==> config.mk <==
export PLATFORM = sky130hd
export DESIGN_NAME = camera_window_capture
export DESIGN_NICKNAME = d
export VERILOG_FILES = /design/src/rtl/camera_window_capture_pkg.sv /design/src/rtl/camera_window_gate.sv /design/src/rtl/camera_window_capture.sv
export SDC_FILE = /design/constraint.sdc
export NUM_CORES = 1
export LEC_CHECK = 0
export ABC_AREA = 0
export CELL_PAD_IN_SITES_DETAIL_PLACEMENT = 1
export CELL_PAD_IN_SITES_GLOBAL_PLACEMENT = 1
export CORE_MARGIN = 8
export CORE_UTILIZATION = 44
export DETAILED_ROUTE_END_ITERATION = 8
export GPL_TIMING_DRIVEN = 0
export PLACE_DENSITY_LB_ADDON = 0.1
export REMOVE_ABC_BUFFERS = 1
export SYNTH_ARGS = -nofsm -noshare
export SYNTH_HDL_FRONTEND = slang
export SYNTH_HIERARCHICAL = 1
export SYNTH_SLANG_ARGS = --single-unit
==> constraint.sdc <==
create_clock -name clock -period 7.05 [get_ports clock]
set_input_delay 1.7625 -clock clock [delete_from_list [all_inputs] [get_ports clock]]
set_output_delay 1.7625 -clock clock [all_outputs]
set_load 0.01 [all_outputs]
==> src/rtl/camera_window_capture_pkg.sv <==
// camera_window_capture_pkg: shared FSM states, decimation codes and quad-decimation helpers
package camera_window_capture_pkg;
   typedef enum logic [1:0] {S_IDLE, S_ARMED, S_CAPTURE, S_FINISH} state_t;
   localparam logic [1:0] DEC_1 = 2'd0, DEC_2 = 2'd1, DEC_4 = 2'd2, DEC_RSV = 2'd3;
   // q is the 2x2-quad index (offset >> 1); keep quads whose index is a multiple of D
   function automatic logic quad_keep(input logic [1:0] dec, input logic [1:0] q);
      return (dec == DEC_1 || dec == DEC_RSV) ? 1'b1 : dec == DEC_2 ? !q[0] : !(|q);
   endfunction
   // distance from the right pixel of a kept quad to the left pixel of the next kept quad
   function automatic logic [2:0] quad_step(input logic [1:0] dec);
      return (dec == DEC_1 || dec == DEC_RSV) ? 3'd1 : dec == DEC_2 ? 3'd3 : 3'd7;
   endfunction
endpackage

==> src/rtl/camera_window_gate.sv <==
// camera_window_gate: sensor x/y counters plus window and decimation keep/end-of-line logic
module camera_window_gate
   import camera_window_capture_pkg::*;
#(parameter int CW = 12) (
   input  logic          clock,
   input  logic          reset_n,
   input  logic          line_valid,
   input  logic          frame_valid,
   input  logic          load,
   input  logic          enable,
   input  logic [CW-1:0] x_start,
   input  logic [CW-1:0] y_start,
   input  logic [CW-1:0] width,
   input  logic [CW-1:0] height,
   input  logic [1:0]    decim,
   output logic          keep,
   output logic          eol,
   output logic          lv_fall,
   output logic          fv_rise,
   output logic          fv_fall
);
   logic lv_d, fv_d, unused_lsb;
   logic [CW:0] sx, sy, xs, ys, xe, ye, nx;
   logic [CW-1:1] xs_q, ys_q, w_q, h_q;
   logic [1:0] dec_q, dec;
   logic [2:0] ox, oy;
   // the frame's first pixel can arrive on the load cycle, so bypass the latch then
   assign xs = {1'b0, load ? x_start[CW-1:1] : xs_q, 1'b0};
   assign ys = {1'b0, load ? y_start[CW-1:1] : ys_q, 1'b0};
   assign xe = xs + {1'b0, load ? width[CW-1:1] : w_q, 1'b0};
   assign ye = ys + {1'b0, load ? height[CW-1:1] : h_q, 1'b0};
   assign dec = load ? decim : dec_q;
   assign ox = sx[2:0] - xs[2:0];
   assign oy = sy[2:0] - ys[2:0];
   assign nx = sx + {{(CW-2){1'b0}}, ox[0] ? quad_step(dec) : 3'd1};
   assign keep = enable && line_valid && !sx[CW] && !sy[CW] && sx >= xs && sx < xe &&
                 sy >= ys && sy < ye && quad_keep(dec, ox[2:1]) && quad_keep(dec, oy[2:1]);
   assign eol = nx[CW] || nx >= xe;
   assign lv_fall = lv_d && !line_valid;
   assign fv_rise = frame_valid && !fv_d;
   assign fv_fall = fv_d && !frame_valid;
   assign unused_lsb = ^{x_start[0], y_start[0], width[0], height[0]};
   // counters saturate at 2^CW so an oversize line or frame never wraps back into the window
   always_ff @(posedge clock or negedge reset_n)
      if (!reset_n) begin
         lv_d <= 1'b0;
         fv_d <= 1'b0;
         sx <= '0;
         sy <= '0;
         xs_q <= '0;
         ys_q <= '0;
         w_q <= '0;
         h_q <= '0;
         dec_q <= DEC_1;
      end else begin
         lv_d <= line_valid;
         fv_d <= frame_valid;
         sx <= line_valid ? sx + {{CW{1'b0}}, !sx[CW]} : '0;
         sy <= !frame_valid ? '0 : sy + {{CW{1'b0}}, lv_fall && !sy[CW]};
         if (load) begin
            xs_q <= x_start[CW-1:1];
            ys_q <= y_start[CW-1:1];
            w_q <= width[CW-1:1];
            h_q <= height[CW-1:1];
            dec_q <= decim;
         end
      end
endmodule

==> src/rtl/camera_window_capture.sv <==
// camera_window_capture: frame-burst capture FSM and registered windowed pixel output
module camera_window_capture
   import camera_window_capture_pkg::*;
#(parameter int N = 8, parameter int CW = 12, parameter int FW = 8) (
   input  logic          clock,
   input  logic          reset_n,
   input  logic          in_start,
   input  logic          in_stop,
   input  logic [FW-1:0] in_frames,
   input  logic [CW-1:0] in_x_start,
   input  logic [CW-1:0] in_y_start,
   input  logic [CW-1:0] in_width,
   input  logic [CW-1:0] in_height,
   input  logic [1:0]    in_decim,
   input  logic          in_line_valid,
   input  logic          in_frame_valid,
   input  logic [N-1:0]  in_data,
   output logic          out_valid,
   output logic [N-1:0]  out_data,
   output logic [CW-1:0] out_x,
   output logic [CW-1:0] out_y,
   output logic          out_sof,
   output logic          out_eol,
   output logic          out_captured,
   output logic          out_busy,
   output logic [FW-1:0] out_frame_count
);
   state_t state;
   logic start_d, stop_d, stop_seen, line_has;
   logic start_rise, stop_rise, load, active, keep, eol, lv_fall, fv_rise, fv_fall;
   logic [CW-1:0] x_cnt, y_cnt;
   assign start_rise = in_start && !start_d;
   assign stop_rise = in_stop && !stop_d;
   assign load = state == S_ARMED && fv_rise && !stop_rise;
   assign active = load || state == S_CAPTURE;
   assign out_busy = state != S_IDLE;
   camera_window_gate #(.CW(CW)) gate (
      .clock(clock), .reset_n(reset_n), .line_valid(in_line_valid), .frame_valid(in_frame_valid),
      .load(load), .enable(active), .x_start(in_x_start), .y_start(in_y_start), .width(in_width),
      .height(in_height), .decim(in_decim), .keep(keep), .eol(eol), .lv_fall(lv_fall),
      .fv_rise(fv_rise), .fv_fall(fv_fall)
   );
   // burst FSM; edge detectors reset high so a level held through reset is not an edge
   always_ff @(posedge clock or negedge reset_n)
      if (!reset_n) begin
         state <= S_IDLE;
         start_d <= 1'b1;
         stop_d <= 1'b1;
         stop_seen <= 1'b0;
         out_captured <= 1'b0;
         out_frame_count <= '0;
      end else begin
         start_d <= in_start;
         stop_d <= in_stop;
         out_captured <= 1'b0;
         case (state)
            S_IDLE: if (start_rise) begin
               state <= S_ARMED;
               out_frame_count <= '0;
               stop_seen <= 1'b0;
            end
            S_ARMED: state <= stop_rise ? S_IDLE : fv_rise ? S_CAPTURE : S_ARMED;
            S_CAPTURE: begin
               if (stop_rise) stop_seen <= 1'b1;
               if (fv_fall) begin
                  state <= S_FINISH;
                  out_captured <= 1'b1;
                  out_frame_count <= out_frame_count + 1'b1;
               end
            end
            default: state <= (stop_seen || stop_rise || (in_frames != '0 && out_frame_count == in_frames))
                              ? S_IDLE : S_ARMED;
         endcase
      end
   // output register and output-image coordinates; coordinates restart outside a captured frame
   always_ff @(posedge clock or negedge reset_n)
      if (!reset_n) begin
         out_valid <= 1'b0;
         out_data <= '0;
         out_x <= '0;
         out_y <= '0;
         out_sof <= 1'b0;
         out_eol <= 1'b0;
         x_cnt <= '0;
         y_cnt <= '0;
         line_has <= 1'b0;
      end else begin
         out_valid <= keep;
         out_sof <= keep && x_cnt == '0 && y_cnt == '0;
         out_eol <= keep && eol;
         if (keep) begin
            out_data <= in_data;
            out_x <= x_cnt;
            out_y <= y_cnt;
         end
         x_cnt <= (!active || lv_fall) ? '0 : x_cnt + {{(CW-1){1'b0}}, keep};
         y_cnt <= !active ? '0 : y_cnt + {{(CW-1){1'b0}}, lv_fall && line_has};
         line_has <= active && !lv_fall && (line_has || keep);
      end
endmodule

* Word level (Yosys, flattened, before mapping)
Cells that the tools add are included.
** Operators by class
- Add/sub/neg operators :: 10
- Mux-type cells :: 30
- Equal/unequal tests :: 8
- Reduce and logical (&&, ||, !) cells :: 57
- Magnitude comparators :: 5
** Operator list (number)
- two-way mux 11 bit :: 4
- adder 12 x 12 -> 13 bit :: 2
- adder 13 x 1 -> 13 bit :: 2
- greater-or-equal comparator 13 x 12 -> 1 bit :: 2
- < comparator 13 bit :: 2
- two-way mux 13 bit :: 2
- adder 12 x 1 -> 12 bit :: 2
- logical AND 1 bit :: 24
- zero test 12 bit :: 2
- two-way mux 12 bit :: 2
- two-way mux 8 bit :: 2
- case mux 8 bit (2 select lines) :: 1
- zero test 1 bit :: 14
- adder 13 x 3 -> 13 bit :: 1
- greater-or-equal comparator 13 bit :: 1
- two-way mux 2 bit :: 5
- two-way mux 1 bit :: 9
- two-way mux 3 bit :: 3
- adder 8 x 1 -> 8 bit (second input constant) :: 1
- equality test 8 bit :: 1
- nonzero test 8 bit :: 1
- logical OR 1 bit :: 7
- inequality test 2 bit (second input constant) :: 3
- case mux 2 bit (3 select lines) :: 1
- other kinds (9) :: 16
** Storage, ports and cells
- Register bits after elaboration :: 148
- Input bits :: 72
- Logic and storage cells :: 134

* Depth between registers and ports, before layout
Gate-level depths: netlist of the first run.
- Depth in word-level cells :: 16
- Depth in mapped cells :: 29
- Gate-level depth less buffers :: 27

* Cells and area by module
Netlist of the first run, hierarchy kept.
** By module, submodules not included
- camera_window_gate :: instances 1, cells each 542, area an instance 5427.7 sq um
- camera_window_capture :: instances 1, cells each 277, area an instance 3248.1 sq um

* Least setup slack after synthesis of the first run
OpenSTA, ideal clock, no wires.
- Path kind :: input port to flip-flop
- From :: input port in_frame_valid
- To :: register out_data[7]
- Stages on the path :: 25
- Setup slack :: -0.520 ns
- Path buffers :: 4
- Data required time :: 6.925 ns
- Arrival :: 7.445 ns
- Cells stage by stage :: nor2b_1 nand2_1 nor3_1 clkbuf_1 buf_1 mux2i_1 inv_1 ha_1 a21o_1 a21oi_1 nand2b_1 a21oi_1 o41a_1 a311oi_1 o2bb2ai_1 ha_1 a211oi_1 o21ai_0 nor4_1 o221ai_1 a211o_1 a221oi_2 clkbuf_1 buf_1 mux2_2
** Between the ends
- Elaborated cells between the ends (all ways) :: 40
** RTL lines
- start, declared :: RTL line camera_window_capture.sv:16 : input logic in_frame_valid,
- logical AND 1 bit (*) :: RTL line camera_window_gate.sv:40 : assign fv_rise = frame_valid && !fv_d;
- logical AND 1 bit (*) (2 in a row) :: RTL line camera_window_capture.sv:34 : assign load = state == S_ARMED && fv_rise && !stop_rise;
- via load :: RTL line camera_window_capture.sv:30 : logic start_rise, stop_rise, load, active, keep, eol, lv_fall, fv_rise, fv_fall;
- two-way mux 11 bit (*)
- via gate.ys[2] :: RTL line camera_window_gate.sv:23 : logic [CW:0] sx, sy, xs, ys, xe, ye, nx;
- branches (longest 5 deep; another with adder 12 x 12 -> 13 bit)
- logical AND 1 bit (*) :: RTL line camera_window_gate.sv:37 : sy >= ys && sy < ye && quad_keep(dec, ox[2:1]) && quad_keep(dec, oy[2:1]);
- via keep :: RTL line camera_window_capture.sv:30
- end signal, assigned :: RTL line camera_window_capture.sv:92 : out_data <= in_data;
- end, declared :: RTL line camera_window_capture.sv:19 : output logic [N-1:0] out_data,
Mark *: on every way through the listed nets, which the timed path passes.
A chain may end at the register's enable or synchronous reset.

* Worst setup path after layout of the first run
- From :: input port in_frame_valid
- To :: register x_cnt[8]
** Between the ends
- Word-level cells in the longest chain between the ends :: 15
- Elaborated cells between the ends (all ways) :: 44
** Ends and longest elaborated chain
- logical AND 1 bit (*) :: RTL line camera_window_gate.sv:40
- via fv_rise :: RTL line camera_window_capture.sv:30
- logical AND 1 bit (*) (2 in a row) :: RTL line camera_window_capture.sv:34
- via load :: RTL line camera_window_capture.sv:30
- branches (longest 9 deep; another with adder 12 x 12 -> 13 bit)
- logical AND 1 bit (*) :: RTL line camera_window_gate.sv:37
- via keep :: RTL line camera_window_capture.sv:30
- adder 12 x 1 -> 12 bit (*) :: RTL line camera_window_capture.sv:96 : x_cnt <= (!active || lv_fall) ? '0 : x_cnt + {{(CW-1){1'b0}}, keep};
- two-way mux 12 bit (*) :: RTL line camera_window_capture.sv:96
- end signal, assigned :: RTL line camera_window_capture.sv:96
- end, declared :: RTL line camera_window_capture.sv:31 : logic [CW-1:0] x_cnt, y_cnt;
Marks and branches as above.

==> impl_metrics.xml, run 1 <==
<?xml version="1.0" encoding="UTF-8"?>
<metrics>
  <group name="setup_path">
    <metric name="worst_ep_required_time" unit="ns">7.34</metric>
    <metric name="critical_path.max_stage_delay" unit="ns">0.37</metric>
    <metric name="kind_of_cell_adding_the_most_delay_to_the_critical_path" unit="">compound AO/OA/AOI/OAI gates</metric>
    <metric name="criticalPathCategory" unit="">input pin to flop</metric>
    <metric name="crit_buf_inv" unit="">6</metric>
    <metric name="crit_path_max_fanout" unit="">6</metric>
    <metric name="slowest_stage" unit="">o41a_1</metric>
    <metric name="worst-endpoint-arrival" unit="ns">7.20</metric>
    <metric name="timing.critical_path.to_type" unit="">flop</metric>
    <metric name="type_of_element_launching_the_critical_path" unit="">input pin</metric>
  </group>
  <group name="route">
    <metric name="wl_met1" unit="um">9560</metric>
    <metric name="drc_errors" unit="">0</metric>
    <metric name="met3WireLength" unit="um">876</metric>
    <metric name="drt.antenna.violating_nets" unit="">0</metric>
    <metric name="detailed_route_vias_per_instance" unit="">5.39</metric>
    <metric name="num_vias" unit="">6689</metric>
    <metric name="first_iter_violations" unit="">317</metric>
    <metric name="routed.top_layer" unit="">met4</metric>
    <metric name="detailedRoute.firstPassIterationCount" unit="">4</metric>
    <metric name="wl_met2" unit="um">12700</metric>
    <metric name="wl_per_cell" unit="um">19.0</metric>
    <metric name="drt-total-wl" unit="um">23600</metric>
  </group>
  <group name="global_routing">
    <metric name="antenna_found_initial" unit="">0</metric>
    <metric name="grt-ovfl-total" unit="">0</metric>
    <metric name="global_route_wire_length_before_repair" unit="um">38200</metric>
    <metric name="pin_count_of_the_biggest_net_entering_global_routing" unit="">91</metric>
    <metric name="grt.total_usage" unit="%">19.5</metric>
    <metric name="via_count_of_the_first_global_routing_pass" unit="">7518</metric>
  </group>
  <group name="clock_network">
    <metric name="clock_latency_late_sink" unit="ns">0.43</metric>
    <metric name="cts.hold.buffers_added" unit="">0</metric>
    <metric name="clockBufferDepth" unit="">2</metric>
    <metric name="cts_inserted_buffers" unit="">17</metric>
    <metric name="cts_max_level" unit="">4</metric>
    <metric name="worst_setup_hold_path_clk_slew" unit="ns">0.06</metric>
    <metric name="cts_root_buffer" unit="">clkbuf_16</metric>
    <metric name="cts_tree" unit="">built</metric>
    <metric name="tritoncts_num_sinks" unit="">148</metric>
  </group>
  <group name="layout">
    <metric name="design_area" unit="um^2">11300</metric>
    <metric name="layout.cells.most_common_list" unit="">dfrtp_1 (146), clkdlybuf4s50_1 (109), ha_1 (80)</metric>
    <metric name="post_route_cells_drive_above_1_share" unit="%">18.0</metric>
    <metric name="ff_latch_area" unit="um^2">3710</metric>
    <metric name="nFillCells" unit="">2092</metric>
    <metric name="finish.utilization" unit="%">58.2</metric>
    <metric name="syn2layout_area_growth" unit="%">30.1</metric>
    <metric name="final_common_cell" unit="">dfrtp_1</metric>
    <metric name="antennaDiodeCount" unit="">0</metric>
    <metric name="multiInputGateArea" unit="um^2">5030</metric>
    <metric name="fin_nets" unit="">1125</metric>
  </group>
  <group name="floorplanning">
    <metric name="initial_core_util" unit="%">44.7</metric>
    <metric name="design.portCount" unit="">117</metric>
    <metric name="rows" unit="">51</metric>
    <metric name="design.die.area" unit="um^2">24500</metric>
    <metric name="die_height" unit="um">156</metric>
    <metric name="floorplan.core_area" unit="um^2">19400</metric>
    <metric name="floorplan.die.width" unit="um">156</metric>
  </group>
  <group name="flow_run">
    <metric name="max_cap_violations" unit="">0</metric>
  </group>
  <group name="synthesis">
    <metric name="yosysTopAreaCellShare" unit="%">42.1</metric>
    <metric name="postSynthRegisterBits" unit="">148</metric>
    <metric name="synth_area" unit="um^2">8680</metric>
    <metric name="ys.flop_type" unit="">dfrtp_1</metric>
    <metric name="synth-seq-area-share" unit="%">42.7</metric>
    <metric name="synth-edff-count" unit="">0</metric>
    <metric name="synthArstFlopShare" unit="%">100</metric>
    <metric name="leading_area_contributor_after_synthesis" unit="">dfrtp_1</metric>
    <metric name="post_synthesis_cell_count" unit="">819</metric>
    <metric name="netlist_top_cells_area" unit="">dfrtp_1 (42%), ha_1 (13%), mux2_2 (7.3%), xnor2_1 (4.5%), xor2_1 (3.2%)</metric>
    <metric name="synth.distinct_cells" unit="">64</metric>
    <metric name="postSynthAreaPerCell" unit="um^2">10.6</metric>
    <metric name="yosys_warnings" unit="">6</metric>
  </group>
  <group name="placed_design">
    <metric name="port_buffers" unit="">112</metric>
    <metric name="place_area" unit="um^2">10200</metric>
    <metric name="gp_congestion" unit="">0.824</metric>
    <metric name="dp.final_hpwl" unit="um">17100</metric>
  </group>
  <group name="timing">
    <metric name="highest_clock_frequency_the_design_can_meet" unit="MHz">145</metric>
    <metric name="maxSlewViolCount" unit="">0</metric>
    <metric name="setup-violations-final" unit="">0</metric>
    <metric name="rsz0062_at_grt" unit="">true</metric>
    <metric name="max_slew.worst_pin.slew" unit="ns">1.07</metric>
    <metric name="final-hold-violation-count" unit="">0</metric>
    <metric name="finClkSkew" unit="ns">0.0126</metric>
    <metric name="max_slew_headroom_at_the_worst_pin" unit="%">28.7</metric>
    <metric name="final_min_period_over_clock_period" unit="%">98.0</metric>
    <metric name="finalCriticalPeriod" unit="ns">6.91</metric>
  </group>
  <group name="power">
    <metric name="leakage" unit="nW">5.07</metric>
    <metric name="power.density_cell_area" unit="nW/um^2">361</metric>
    <metric name="worst_ir_drop_on_vdd" unit="uV">187</metric>
  </group>
  <group name="min_path">
    <metric name="worstHoldPathType" unit="">flop to flop</metric>
  </group>
  <group name="run_status">
    <metric name="status" unit="">finished clean</metric>
  </group>
</metrics>
[power breakdown]
| part | internal, mW | total [mW] | switching (mW) |
|---|---|---|---|
| Combinational | 0.971 | 2.12 | 1.14 |
| Clock | 0.479 | 0.888 | 0.410 |
| Sequential | 1.00 | 1.07 | 0.0721 |
[kinds of logic after synthesis]
logic type | Yosys count | share of synthesized area, %
AO/OA/AOI/OAI | 119 | 9.13
AND/OR/NAND/NOR | 236 | 13.8
XOR/XNOR | 77 | 7.77
flip-flops | 148 | 42.7
adder cells (fa/ha/maj) | 92 | 13.5
multiplexers | 79 | 9.92
buffers and inverters | 68 | 3.13
[cells in the mapped netlist (5+ instances only)]
library cell / count
mux2i_1: 23
ha_1: 87
xor2_1: 32
nand3_1: 27
a21oi_1: 27
xnor2_1: 45
o21ai_0: 32
o211ai_1: 5
nand4_1: 13
or3_1: 7
nor2_1: 69
a21o_1: 8
nand2_1: 31
a21boi_0: 5
nor4_1: 12
and3_1: 5
inv_1: 49
clkbuf_1: 7
nor3_1: 14
dfrtp_1: 146
buf_1: 6
and2_1: 30
nor2b_1: 11
mux2_2: 56
[routing by layer]
layer / global-route usage, % / vias to the layer above
met3: 4.25 / 40
met2: 35.3 / 120
met5: 0 / -
met1: 22.3 / 3357
met4: 6.45 / 0
li1: - / 3172
[timing repair]
action,4_1_cts,5_1_grt
endpoints found under the setup margin,48,43
pin swaps,18,19
setup buffers,15,10
resized for setup,47,30
[layout make-up]
type	instances	share of cell area, %
multi-input cells	603	44.6
flip-flops and latches	148	32.8
repair buffers	144	12.9
clock buffers	18	3.89
well taps	265	2.94
inverters	49	1.63
clock inverters	14	1.24
[path summary, 6_finish.rpt]
kind,startpoint,slack [ns],cells past startpoint,endpoint
worst max-delay path,in_frame_valid,0.14,28,x_cnt[8]
worst min-delay path,line_has,0.50,2,line_has
worst max register to register,gate/fv_d,1.17,27,x_cnt[8]
worst min register to register,line_has,0.50,2,line_has
max in group asynchronous,reset_n,4.90,2,out_x[8]
min in group asynchronous,reset_n,1.31,1,out_frame_count[5]
[worst min-delay path: stages (launching register included)]
cell and delay, ns:
dfrtp_1 0.34, nor2_1 0.05, nor2_1 0.08
[sequential cells by signal (all words and copies together), names as in the netlist, 2 cells and up]
register / count
y_cnt: 12
gate/h_q: 11
gate/xs_q: 11
out_x: 12
gate/dec_q: 2
gate/sx: 13
out_y: 12
x_cnt: 12
gate/w_q: 11
gate/sy: 13
state: 2
out_frame_count: 8
gate/ys_q: 11
out_data: 8
[per-stage QoR]
step	worst slack (ns)	cells	TNS [ns]	hold WS [ns]	power, mW
CTS	0.0175	1231	0	0.505	3.97
floorplan	-5.12	800	-219.77	0.458	2.36
detailed placement	-2.36	1184	-87.68	0.491	2.88
global route	-0.127	1241	-1.34	0.517	4.38
global placement	-9.25	1177	-753.48	0.470	2.77
finish	0.142	1241	0	0.499	4.08
Note: power is estimated with default switching activity, not from simulation.
==> run 2, diff against run 1 <==
Settings changed: CORE_UTILIZATION 44 to 28, DONT_BUFFER_PORTS set to 1, MAX_ROUTING_LAYER set to met4.
==> run 2 against run 1 <==
  * First-iteration DRC count fell by 42%
  * Largest power group unchanged
  * Global-route usage down 6.1 points
  * Critical path depth fell by 3
  * Clock power grew 2%
  * Core utilization decreased by 25 points
==> impl_metrics.xml, run 2 (same netlist as run 1, synthesis figures left out) <==
<?xml version="1.0" encoding="UTF-8"?>
<metrics>
  <group name="placed_design">
    <metric name="placed_cells_incl_taps" unit="">1202</metric>
    <metric name="port_buffers" unit="">0</metric>
    <metric name="dp.final_hpwl" unit="um">17200</metric>
    <metric name="gp_congestion" unit="">0.768</metric>
  </group>
  <group name="run_status">
    <metric name="status" unit="">finished clean</metric>
  </group>
  <group name="min_path">
    <metric name="holdCritStartpoint" unit="">line_has</metric>
    <metric name="worstHoldPathType" unit="">flop to flop</metric>
    <metric name="whs_endpoint" unit="">line_has</metric>
    <metric name="worstHoldPathCells" unit="">2</metric>
  </group>
  <group name="global_routing">
    <metric name="groute.layer.met3.usage" unit="%">3.58</metric>
    <metric name="global_route_wire_length_before_repair" unit="um">37800</metric>
    <metric name="grt.total_usage" unit="%">13.4</metric>
    <metric name="busiest_layer" unit="">met2</metric>
    <metric name="grt-ovfl-total" unit="">0</metric>
    <metric name="gr-usage-met1" unit="%">16.0</metric>
    <metric name="via_count_of_the_first_global_routing_pass" unit="">6901</metric>
    <metric name="antenna_found_initial" unit="">2</metric>
    <metric name="pin_count_of_the_biggest_net_entering_global_routing" unit="">149</metric>
    <metric name="gr_util_met2" unit="%">22.0</metric>
  </group>
  <group name="layout">
    <metric name="layout.cells.most_common_list" unit="">dfrtp_1 (146), ha_1 (82), nor2_1 (67)</metric>
    <metric name="fin_nets" unit="">1002</metric>
    <metric name="post_route_cells_drive_above_1_share" unit="%">17.5</metric>
    <metric name="syn2layout_area_growth" unit="%">16.5</metric>
    <metric name="final_common_cell" unit="">dfrtp_1</metric>
    <metric name="layout_top_registers" unit="">gate/sx: 13 flops, gate/sy: 13 flops</metric>
    <metric name="stdcell_count" unit="">1250</metric>
  </group>
  <group name="floorplanning">
    <metric name="die_height" unit="um">192</metric>
    <metric name="rows" unit="">64</metric>
    <metric name="design.portCount" unit="">117</metric>
    <metric name="design.die.area" unit="um^2">36900</metric>
    <metric name="floorplan.die.width" unit="um">192</metric>
    <metric name="initial_core_util" unit="%">28.4</metric>
    <metric name="floorplan.core_area" unit="um^2">30600</metric>
  </group>
  <group name="setup_path">
    <metric name="timing.reg2reg.setup_slack" unit="ns">1.21</metric>
    <metric name="ff2ff_path_depth" unit="">25</metric>
    <metric name="critical_path.max_stage_delay" unit="ns">0.40</metric>
    <metric name="worst_ep_required_time" unit="ns">7.35</metric>
    <metric name="criticalPathCategory" unit="">input pin to flop</metric>
    <metric name="worst-endpoint-arrival" unit="ns">7.09</metric>
    <metric name="slowest_stage" unit="">mux2_2</metric>
    <metric name="timing.critical_path.to_type" unit="">flop</metric>
    <metric name="type_of_element_launching_the_critical_path" unit="">input pin</metric>
    <metric name="critical_r2r_capture" unit="">x_cnt[11]</metric>
    <metric name="crit_path_max_fanout" unit="">21</metric>
    <metric name="r2r_start" unit="">gate/fv_d</metric>
  </group>
  <group name="route">
    <metric name="num_vias" unit="">6134</metric>
    <metric name="drc_errors" unit="">0</metric>
    <metric name="detailed_route_vias_per_instance" unit="">4.91</metric>
    <metric name="first_iter_violations" unit="">184</metric>
    <metric name="wl_per_cell" unit="um">18.5</metric>
    <metric name="drt-total-wl" unit="um">23200</metric>
    <metric name="drt.antenna.violating_nets" unit="">0</metric>
    <metric name="detailedRoute.firstPassIterationCount" unit="">4</metric>
  </group>
  <group name="clock_network">
    <metric name="clock_latency_late_sink" unit="ns">0.43</metric>
    <metric name="clockBufferDepth" unit="">2</metric>
    <metric name="cts_max_level" unit="">4</metric>
    <metric name="cts_inserted_buffers" unit="">17</metric>
    <metric name="worst_setup_hold_path_clk_slew" unit="ns">0.07</metric>
    <metric name="tritoncts_num_sinks" unit="">148</metric>
    <metric name="cts_tree" unit="">built</metric>
    <metric name="cts_root_buffer" unit="">clkbuf_16</metric>
  </group>
  <group name="power">
    <metric name="worst_ir_drop_on_vdd" unit="uV">170</metric>
    <metric name="leakage" unit="nW">4.55</metric>
    <metric name="power.density_cell_area" unit="nW/um^2">393</metric>
  </group>
  <group name="timing">
    <metric name="max_slew_headroom_at_the_worst_pin" unit="%">27.8</metric>
    <metric name="finClkSkew" unit="ns">0.00959</metric>
    <metric name="maxSlewViolCount" unit="">0</metric>
    <metric name="final_min_period_over_clock_period" unit="%">96.4</metric>
    <metric name="highest_clock_frequency_the_design_can_meet" unit="MHz">147</metric>
    <metric name="max_slew.worst_pin.slew" unit="ns">1.08</metric>
    <metric name="hold-worst-slack" unit="ns">0.489</metric>
    <metric name="final-hold-violation-count" unit="">0</metric>
    <metric name="setup-violations-final" unit="">0</metric>
    <metric name="finalCriticalPeriod" unit="ns">6.80</metric>
    <metric name="rsz0062_at_grt" unit="">false</metric>
  </group>
  <group name="flow_run">
    <metric name="max_cap_violations" unit="">0</metric>
  </group>
</metrics>
## run 2: cell count changes in the layout (fill, tap and decap cells not counted), moves of 3 or more
cell	previous run	this run
buf_4	21	14
buf_6	7	4
clkdlybuf4s50_1	109	0
clkinvlp_4	1	4
ha_4	6	3
inv_6	5	2
mux2i_1	15	19
mux2i_4	6	2
## run 2: per-stage QoR
step	util (%)	TNS [ns]	total power, mW	cell area, um^2	setup slack, ns
after floorplan	-	-219.77	2.36	8590	-5.12
after global placement	29.7	-472.02	2.76	9080	-8.97
after detailed placement	30.0	-59.23	2.83	9180	-1.96
after CTS	32.5	0	3.89	9940	0.00479
after global routing	33.0	0	4.32	10100	0.00385
final	33.0	0	3.97	10100	0.254
## run 2: cell type report
type | instances | area [um^2]
Multi-Input combinational cell | 603 | 4920
Timing Repair Buffer | 21 | 223
Sequential cell | 148 | 3710
Fill cell | 3397 | 20500
Tap cell | 396 | 495
Antenna cell | 2 | 5.00
Inverter | 49 | 184
Clock inverter | 14 | 145
Clock buffer | 17 | 425
## run 2: where the power goes
part,total [mW],internal [mW],switching (mW)
clock network,0.902,0.495,0.407
logic,2.00,0.897,1.10
registers,1.07,1.00,0.0710
total,3.97,2.39,1.58
## run 2: layer usage
metal / wire, um / share of wire [%] / up-vias
met1: 10400 / 45 / 3095
li1: - / - / 2926
met4: 299 / 1.3 / 0
met2: 11300 / 49 / 91
met5: 0 / 0 / -
met3: 1130 / 4.9 / 22
## run 2: how the worst max path moves through the flow
stage | from | to | slack (ns) | depth (start not counted)
6_report | in_frame_valid | x_cnt[11] | 0.25 | 25
3_3_place_gp | in_frame_valid | x_cnt[10] | -8.97 | 26
4_1_cts | in_frame_valid | x_cnt[10] | 0.005 | 27
5_1_grt | in_frame_valid | x_cnt[11] | 0.004 | 27
3_5_place_dp | in_frame_valid | x_cnt[10] | -1.96 | 29
2_1_floorplan | in_frame_valid | x_cnt[10] | -5.12 | 26
## run 2: worst max-delay path, delay by kind of cell
| kind | cells | cell delay (ns) |
|---|---|---|
| AO/OA/AOI/OAI | 6 | 1.17 |
| XOR/XNOR | 2 | 0.41 |
| adder cells (fa/ha/maj) | 6 | 1.79 |
| buffers and inverters | 3 | 0.47 |
| multiplexers | 1 | 0.40 |
| AND/OR/NAND/NOR | 7 | 1.06 |
## run 2: what timing repair did
| action | CTS | global route |
|---|---|---|
| pin swaps | 7 | 11 |
| gates resized for setup | 25 | 23 |
| setup buffers | 7 | 9 |
| endpoints found under the setup margin | 48 | 46 |
| cloned | 1 | 0 |
| hold buffers | 0 | 0 |
